File: config.mk
export PLATFORM = sky130hd
export DESIGN_NAME = mem_wb_stage
export DESIGN_NICKNAME = d
export VERILOG_FILES = /design/src/rtl/mem_wb_stage.sv
export SDC_FILE = /design/constraint.sdc
export NUM_CORES = 1
export LEC_CHECK = 0
export BUFFER_PORTS_ARGS = -buffer_cell sky130_fd_sc_hd__buf_2
export CAP_MARGIN = 30
export CORE_MARGIN = 2
export CORE_UTILIZATION = 56
export CTS_BUF_LIST = sky130_fd_sc_hd__clkbuf_8
export CTS_CLUSTER_SIZE = 10
export DETAILED_ROUTE_END_ITERATION = 12
export GPL_TIMING_DRIVEN = 0
export PLACE_DENSITY = 0.86
export SLEW_MARGIN = 20
export SYNTH_ARGS = -nofsm -noshare
export SYNTH_HDL_FRONTEND = slang
export SYNTH_SLANG_ARGS = --single-unit
File: constraint.sdc
create_clock -name clk -period 5 [get_ports clk]
set_input_delay 1 -clock clk [delete_from_list [all_inputs] [get_ports clk]]
set_output_delay 1 -clock clk [all_outputs]
set_load 0.1 [all_outputs]
File: src/rtl/mem_wb_stage.sv
// mem_wb_stage -- MEM/WB pipeline register and register-file write-back driver.
//
// Holds one MEM-stage result. Load data is extracted and sign/zero-extended
// when the entry is captured, so the write-back side only sees a ready word.
// The register-file write port is driven straight from the held payload.
//
// Ports:
//   clk, reset                 core clock, synchronous active-high reset
//   flush                      kill held entry, refuse this cycle's input
//   mem_valid / mem_ready      upstream handshake (mem_ready is combinational)
//   mem_regwrite, mem_memtoreg, mem_loadtype, mem_byteoff,
//   mem_writeadr, mem_aluresult, mem_readdata   MEM-stage payload
//   wb_hold                    register-file port busy, keep current entry
//   RegWrite, writeadr, WriteData   register-file write port
//   retire_count               retired register-writing entries (wraps)
//
// Optional feature (macro WB_BYPASS_EN): adds fwd_valid / fwd_adr / fwd_data,
// a forwarding view of the held entry for the EX stage.
module mem_wb_stage #(
  parameter int DW    = 32,
  parameter int AW    = 5,
  parameter int CNT_W = 32
) (
  input  logic             clk,
  input  logic             reset,
  input  logic             flush,
  input  logic             mem_valid,
  output logic             mem_ready,
  input  logic             mem_regwrite,
  input  logic             mem_memtoreg,
  input  logic [2:0]       mem_loadtype,
  input  logic [1:0]       mem_byteoff,
  input  logic [AW-1:0]    mem_writeadr,
  input  logic [DW-1:0]    mem_aluresult,
  input  logic [DW-1:0]    mem_readdata,
  input  logic             wb_hold,
  output logic             RegWrite,
  output logic [AW-1:0]    writeadr,
  output logic [DW-1:0]    WriteData,
  output logic [CNT_W-1:0] retire_count
`ifdef WB_BYPASS_EN
  ,
  output logic             fwd_valid,
  output logic [AW-1:0]    fwd_adr,
  output logic [DW-1:0]    fwd_data
`endif
);

  localparam logic [2:0] LT_LH  = 3'b001;
  localparam logic [2:0] LT_LHU = 3'b010;
  localparam logic [2:0] LT_LB  = 3'b011;
  localparam logic [2:0] LT_LBU = 3'b100;

  logic             valid_reg;
  logic             valid_next;
  logic             regwrite_reg;
  logic [AW-1:0]    writeadr_reg;
  logic [DW-1:0]    writedata_reg;
  logic [DW-1:0]    writedata_next;
  logic [CNT_W-1:0] count_reg;

  logic             accept;
  logic             retire;
  logic             count_inc;

  // Byte lanes of the raw memory word, selected by the byte offset.
  logic [7:0]  byte_lane [4];
  logic [7:0]  byte_sel;
  logic [15:0] half_sel;
  logic [DW-1:0] load_ext;

  genvar gi;
  generate
    for (gi = 0; gi < 4; gi++) begin : g_lane
      assign byte_lane[gi] = mem_readdata[8*gi +: 8];
    end
  endgenerate

  assign byte_sel = byte_lane[mem_byteoff];
  // Halfword alignment uses only byteoff[1].
  assign half_sel = mem_byteoff[1] ? mem_readdata[31:16] : mem_readdata[15:0];

  always_comb begin
    load_ext = mem_readdata;
    case (mem_loadtype)
      LT_LH:   load_ext = {{(DW-16){half_sel[15]}}, half_sel};
      LT_LHU:  load_ext = {{(DW-16){1'b0}}, half_sel};
      LT_LB:   load_ext = {{(DW-8){byte_sel[7]}}, byte_sel};
      LT_LBU:  load_ext = {{(DW-8){1'b0}}, byte_sel};
      default: load_ext = mem_readdata;   // lw and undefined encodings
    endcase
  end

  assign writedata_next = mem_memtoreg ? load_ext : mem_aluresult;

  // Handshake. Ready ignores flush; flush only blocks the accept itself.
  assign mem_ready = !valid_reg || !wb_hold;
  assign accept    = mem_valid && mem_ready && !flush;
  // A flushed entry neither writes nor counts as retired.
  assign retire    = valid_reg && !wb_hold && !flush;
  assign count_inc = retire && regwrite_reg;

  always_comb begin
    valid_next = valid_reg;
    if (flush)       valid_next = 1'b0;
    else if (accept) valid_next = 1'b1;
    else if (retire) valid_next = 1'b0;
  end

  always_ff @(posedge clk) begin
    if (reset) begin
      valid_reg     <= 1'b0;
      regwrite_reg  <= 1'b0;
      writeadr_reg  <= '0;
      writedata_reg <= '0;
      count_reg     <= '0;
    end else begin
      valid_reg <= valid_next;
      // Payload only moves on accept so the write port holds while idle.
      if (accept) begin
        regwrite_reg  <= mem_regwrite;
        writeadr_reg  <= mem_writeadr;
        writedata_reg <= writedata_next;
      end
      if (count_inc) count_reg <= count_reg + CNT_W'(1);
    end
  end

  // Writes to $0 never reach the register file. Reset also gates the
  // strobe so a held entry is dropped without a write.
  assign RegWrite     = retire && regwrite_reg && (writeadr_reg != '0) && !reset;
  assign writeadr     = writeadr_reg;
  assign WriteData    = writedata_reg;
  assign retire_count = count_reg;

`ifdef WB_BYPASS_EN
  // Forwarding stays visible while the write is stalled by wb_hold.
  assign fwd_valid = valid_reg && regwrite_reg && (writeadr_reg != '0) && !flush;
  assign fwd_adr   = writeadr_reg;
  assign fwd_data  = writedata_reg;
`endif

endmodule
Word level (Yosys, flattened, before mapping)
Index checks and enable logic that the tools add are counted.
W data, S select, Z words.
{"block": "classes", "bitwise": 1, "addsub": 1, "order_cmp": 1, "muxes": 8, "eq_ne": 4, "n_reduce_logical": 15}
{"operator": "$pmux W32 S4", "count": 1}
{"operator": "$add A32 B1 Y32 const B", "count": 1}
{"operator": "$mux W32", "count": 1}
{"operator": "$bmux W8 S2", "count": 1}
{"operator": "$mux W16", "count": 1}
{"operator": "$mux W8", "count": 2}
{"operator": "$logic_and A1 B1 Y1", "count": 7}
{"operator": "$eq A3 B2 Y1 const B", "count": 2}
{"operator": "$reduce_bool A5 Y1", "count": 1}
{"operator": "$logic_not A1 Y1", "count": 4}
{"operator": "$eq A3 B1 Y1 const B", "count": 1}
{"operator": "$eq A3 B3 Y1 const B", "count": 1}
{"operator": "$ge A3 B3 Y1 const B", "count": 1}
{"operator": "$not A2 Y3", "count": 1}
{"operator": "$mux W1", "count": 2}
{"operator": "$reduce_bool A2 Y1", "count": 1}
{"operator": "$reduce_or A2 Y1", "count": 1}
{"operator": "$logic_or A1 B1 Y1", "count": 1}
{"block": "word_totals", "register_bits": 71, "in_bits": 81, "elab_cells": 35, "output_inout_bits": 71}

Logic depth before layout (Yosys ltp)
Gate-level depths: netlist of run 1.
{"block": "depth", "depth_word": 6, "ltp_mapped": 7, "depth_no_buf": 5}

Worst setup path before layout of run 1
Ideal clock, no wire load.
{"block": "synth_timing", "kind": "input to output", "from": "input port reset", "to": "output port RegWrite", "arrival_time_ns": 3.619, "path_stages": 3, "setup_slack_ns": 0.381, "required_ns": 4.000, "n_path_buf": 2, "cell_sequence": "clkbuf_1 clkbuf_1 a211oi_1"}
{"block": "synth_via", "elab_chain_cells": 2}
{"item": "start, declared", "line": "25", "text": "input logic reset,"}
{"item": "$logic_not A1 Y1", "line": "131", "text": "assign RegWrite = retire && regwrite_reg && (writeadr_reg != '0) && !reset;"}
{"item": "$logic_and A1 B1 Y1", "line": "131"}
{"item": "end, declared", "line": "37", "text": "output logic RegWrite,"}
Every way passes these cells.

Final worst setup path of run 1
Same ends and word-level chain as after synthesis.

==> results.yml, run 1 <==
run_status:
  outcome: "finished clean"
logic_synthesis:
  synth_top_cell_by_area: "dfxtp_1"
  yosysTopAreaCellShare: 0.3355
  ys_ff_latch: 71
  ys.flop_type: "dfxtp_1"
  avgSynthCellArea_um2: 7.978
  ys_async_sr_fraction: 0
  synth_nets: 613
  seq_area_frac_synth: 0.3355
  ys_types: 54
  synthCells: 531
  synth_edf_count: 0
  yosys-top-cells-area: "dfxtp_1, o21ai_0, nand2_1"
  syn_area_um2: 4237
  yosys_warnings: 0
final_layout:
  drive_gt1_frac: 0.2791
  insertedDiodeCount: 0
  nNetsFinal: 772
  syn_to_final_growth_pct: 25.31
global_route:
  gr-usage-met1: 0.3825
  grt_max_degree: 13
  grt_usage: 0.3219
  grt_pass1_wl_um: 21740
  use_met2: 0.5327
  grt_pass1_vias: 4589
  grt.busiest_layer: "met2"
  antenna_found_initial: 0
  met3_usage: 0.07801
  grt_overflow: 0
worst_setup_path:
  max_stage_delay_ns: 0.46
  critPathKind: "primary input to output pin"
  cp-end-kind: "output pin"
  path_buf_inv: 3
  crit_path_top_delay_cell: "buf_2"
  path_delay_family: "buffers and inverters"
  critical_path_arrival_ns: 2.23
  cp_common_cell: "clkbuf_1"
  start_kind: "primary input"
  path_cells: "clkbuf_1, clkbuf_1, a211oi_1, buf_2"
  cp_max_fo: 10
  crit_required_ns: 4.00
cts:
  htree_levels: 3
  cts_root_buf: "clkbuf_8"
  cts_sinks: 71
  cts_buffers: 9
  post_cts_buffers: 0
  clk_pin_slew_ns: 0.07
  ctsResizeCount: 0
  clockBufferDepth: 2
  cts_tree: "built"
  clock_latency_ns: 0.35
  holdBufCountCts: 0
power:
  ir_drop_uv: 184.9
  p_per_area_nw_per_um2: 269.3
  p_total_mw: 1.430
  leakagePower_nw: 2.182
floorplan:
  ioPinCount: 152
  fp.dieW_um: 90.98
  row_count: 31
  core-area_um2: 7292
  die_h_um: 90.98
  dieArea_um2: 8277
  initial_core_util: 0.5810
min_path:
  hold_path_class: "flip-flop to flip-flop"
drt:
  drc: 0
  avgViaCountPerCell: 6.254
  firstDrtPassIters: 7
  wl_per_cell_um: 17.47
  wirelength_um: 13870
  antenna_left: 0
  dr_total_vias: 4966
  drt_iter0_drc: 294
sta:
  drv_slew: 0
  finalCritPeriodShare: 0.6468
  finalClockSkew_ns: 0.006861
  max_freq_ghz: 0.3092
  hold_viol: 0
  max_slew_margin: 0.4823
  worstMarginPinSlew_ns: 0.7749
  rsz0062_at_grt: "false"
  fin_crit_ns: 3.234
  finalSetupViolCount: 0
  timing.final.ws_setup_ns: 1.766
  finalSetupTns_ns: 0
  hold_slack_ns: 0.4676
placed_design:
  pre_cts_ws_ns: 1.757
  gp_congestion: 1.010
  portBuffers: 148
  hpwlAfterDp_um: 10540
job:
  cap_viol_max_count: 0
==> metrics by stage <==
step                  util  std cells  area [um2]
global route        0.7280        794        5309
global placement    0.6996        778        5101
finish              0.7280        794        5309
detailed placement  0.6996        778        5101
CTS                 0.7280        794        5309
floorplan                -        531        4237
==> worst reg2reg max path, stage by stage (launching register included) <==
cell      delay, ns
dfxtp_1        0.45
and4_1         0.21
clkbuf_1       0.28
nand4_1        0.30
nor4_1         0.47
mux2_2         0.39
==> report_power, final <==
group          leakage (nW)  internal, mW  total, mW  switching, mW
registers             0.577         0.584      0.594         0.0108
clock network         0.105         0.257      0.492          0.234
logic                  1.50        0.0891      0.344          0.255
total                  2.18         0.930       1.43          0.500
==> cell usage after synthesis (8+ instances only) <==
library cell   n
nor2_1        42
nor2b_1       20
nand4_1        8
a211oi_1       9
a21oi_1       19
a31oi_1        9
a2bb2oi_1      8
mux2_2        11
nand3_1       13
o31ai_1       10
nand3b_1      10
nand2_1       64
and4_1         8
o21ai_0       48
clkbuf_1      30
inv_1          8
dfxtp_1       71
a311oi_1       8
o41ai_1        9
or4_1          9
or3_1         11
a221oi_1      16
nor4_1        16
==> final timing paths <==
kind	from	to	slack, ns	depth (start not counted)
max reg2reg	retire_count[10]	retire_count[31]	2.78	5
min reg2reg	WriteData[3]	WriteData[3]	0.47	2
max	reset	RegWrite	1.77	4
min	WriteData[3]	WriteData[3]	0.47	2
==> layout by cell type, fill, tap and decap left out, drive strengths merged, types with 10 or more instances in the layout <==
cell / instances
o21ai: 48
buf: 161
or3: 11
clkbuf: 42
a211oi: 10
nor2: 42
nor2b: 20
mux2: 11
a21oi: 19
nand3: 13
dfxtp: 71
nor4: 16
nand2: 64
o31ai: 10
nand3b: 10
a221oi: 16
==> layout make-up <==
class / instances / area, um2
fill: 622 / 1983
clock inverter: 5 / 56.30
inverter: 9 / 33.78
multi-input combinational: 406 / 2567
tap: 99 / 123.9
timing repair buffer: 148 / 740.7
clock buffer: 11 / 151.4
buffer: 45 / 214.0
sequential: 71 / 1421
==> logic make-up after synthesis <==
logic type	Yosys count	synth area share
flops	71	0.3355
simple gates	222	0.2782
buf+inv	54	0.05847
fa+ha+maj	2	0.005316
compound gates	152	0.2454
xor+xnor	10	0.02067
mux	20	0.05641
==> metal layers <==
layer	vias up	wire length [um]
li1	2315	-
met1	2324	5317
met2	280	6540
met3	47	1351
met4	0	661
met5	-	0
Power figures use the tool's default switching activity.
==> inputs of run 2 (changes only) <==
- CORE_UTILIZATION: 56 -> 47
- PLACE_DENSITY: 0.86 -> 0.76
- clock period: 5 -> 2.8 ns (I/O delays scaled with it)
==> results.yml, run 2 (synthesis gave the netlist of run 1 again) <==
run_status:
  outcome: "finished clean"
final_layout:
  nNetsFinal: 772
  final_common_cell: "buf_2"
  final_core_util: 0.6122
  syn_to_final_growth_pct: 26.02
  most-common-layout-cells: "buf_2, dfxtp_1, nand2_1"
  drive_gt1_frac: 0.2791
  instances_no_fill: 804
  fin_area_um2: 5339
worst_setup_path:
  cp_max_fo: 10
  critPathKind: "primary input to output pin"
  critical_path_arrival_ns: 1.81
  cp-end-kind: "output pin"
  rr_worst_depth: 6
  start_kind: "primary input"
  crit_required_ns: 2.24
global_route:
  grt_overflow: 0
  grt_pass1_wl_um: 22340
  grt_max_degree: 13
  antenna_found_initial: 1
  grt_usage: 0.2801
  grt_pass1_vias: 4494
cts:
  clockBufferDepth: 2
  cts_root_buf: "clkbuf_8"
  post_cts_buffers: 0
  clk_pin_slew_ns: 0.08
  clock_latency_ns: 0.36
  cts_sinks: 71
  holdBufCountCts: 0
  cts_tree: "built"
  cts_buffers: 9
  ctsResizeCount: 0
  htree_levels: 3
power:
  p_sw_mw: 0.8955
  combPwrFrac: 0.238
  leakagePower_nw: 2.192
  clkPwrFrac: 0.353
  p_total_mw: 2.594
  internal_power_mw: 1.699
  seq_power_share: 0.409
  switching_share: 0.3452
  ir_drop_uv: 328.5
  p_per_area_nw_per_um2: 485.9
sta:
  timing.final.ws_setup_ns: 0.4317
  finalSetupTns_ns: 0
  max_slew_margin: 0.5215
  hold_viol: 0
  rsz0062_at_grt: "false"
  worstMarginPinSlew_ns: 0.7163
  fin_crit_ns: 2.368
  drv_slew: 0
  hold_slack_ns: 0.4296
  finalCritPeriodShare: 0.8458
  max_freq_ghz: 0.4222
  finalSetupViolCount: 0
  finalClockSkew_ns: 0.008551
drt:
  firstDrtPassIters: 5
  wirelength_um: 14180
  drc: 0
  avgViaCountPerCell: 6.052
  wl_per_cell_um: 17.64
  drt_iter0_drc: 238
  dr_total_vias: 4866
  antenna_left: 0
min_path:
  hold_path_class: "primary input to flip-flop"
  hold_depth: 2
floorplan:
  row_count: 34
  initial_core_util: 0.4858
  core-area_um2: 8721
  die_h_um: 98.94
  dieArea_um2: 9789
  fp.dieW_um: 98.94
  ioPinCount: 152
placed_design:
  place_area_um2: 5125
  portBuffers: 148
  hpwlAfterDp_um: 10790
  dp_cells: 787
  pre_cts_ws_ns: 0.3919
  gp_congestion: 0.9133
job:
  cap_viol_max_count: 0
-- run 2: cell types whose count changed in the layout (fill, tap and decap cells not counted) --
cell	delta
diode_2	+1
clkinv_4	-1
inv_1	+1
clkinv_2	+1
a211oi_4	+1
inv_6	+1
bufinv_16	+1
clkinvlp_4	-1
clkbuf_8	-2
a211oi_1	-1
-- run 2: critical path: stages --
cell and delay [ns]:
clkbuf_1 0.22, clkbuf_1 0.33, a211oi_4 0.23, buf_2 0.46
-- run 2: final timing paths --
| kind | from | to | slack (ns) |
|---|---|---|---|
| setup / recovery | reset | RegWrite | 0.43 |
| hold / removal | flush | valid_reg | 0.43 |
| setup reg to reg | regwrite_reg | retire_count[29] | 0.72 |
| hold reg to reg | WriteData[29] | WriteData[29] | 0.47 |
-- run 2: layout make-up --
class                   instances  area (um2)
fillers                       824        3382
repair buffers                148       740.7
clock inverters                 7       87.58
multi-input cells             406        2580
plain buffers                  45       214.0
well taps                     108       135.1
clock buffers                   9       123.9
inverters                       9       33.78
flip-flops and latches         71        1421
diodes                          1       2.502
-- run 2: routing by layer --
| metal | up-vias | global-route usage | share of wire |
|---|---|---|---|
| met5 | - | 0 | 0 |
| met4 | 0 | 0.1085 | 0.028 |
| met2 | 243 | 0.4693 | 0.47 |
| li1 | 2311 | - | - |
| met3 | 31 | 0.06879 | 0.099 |
| met1 | 2281 | 0.3465 | 0.40 |
-- run 2: power groups by stage --
stage | logic, mW | clock network (mW) | registers [mW]
after floorplan | 0.211 | 0 | 1.31
after global placement | 0.602 | 0 | 1.08
after detailed placement | 0.610 | 0 | 1.08
after CTS | 0.612 | 0.918 | 1.06
after global routing | 0.652 | 0.966 | 1.07
final | 0.618 | 0.914 | 1.06
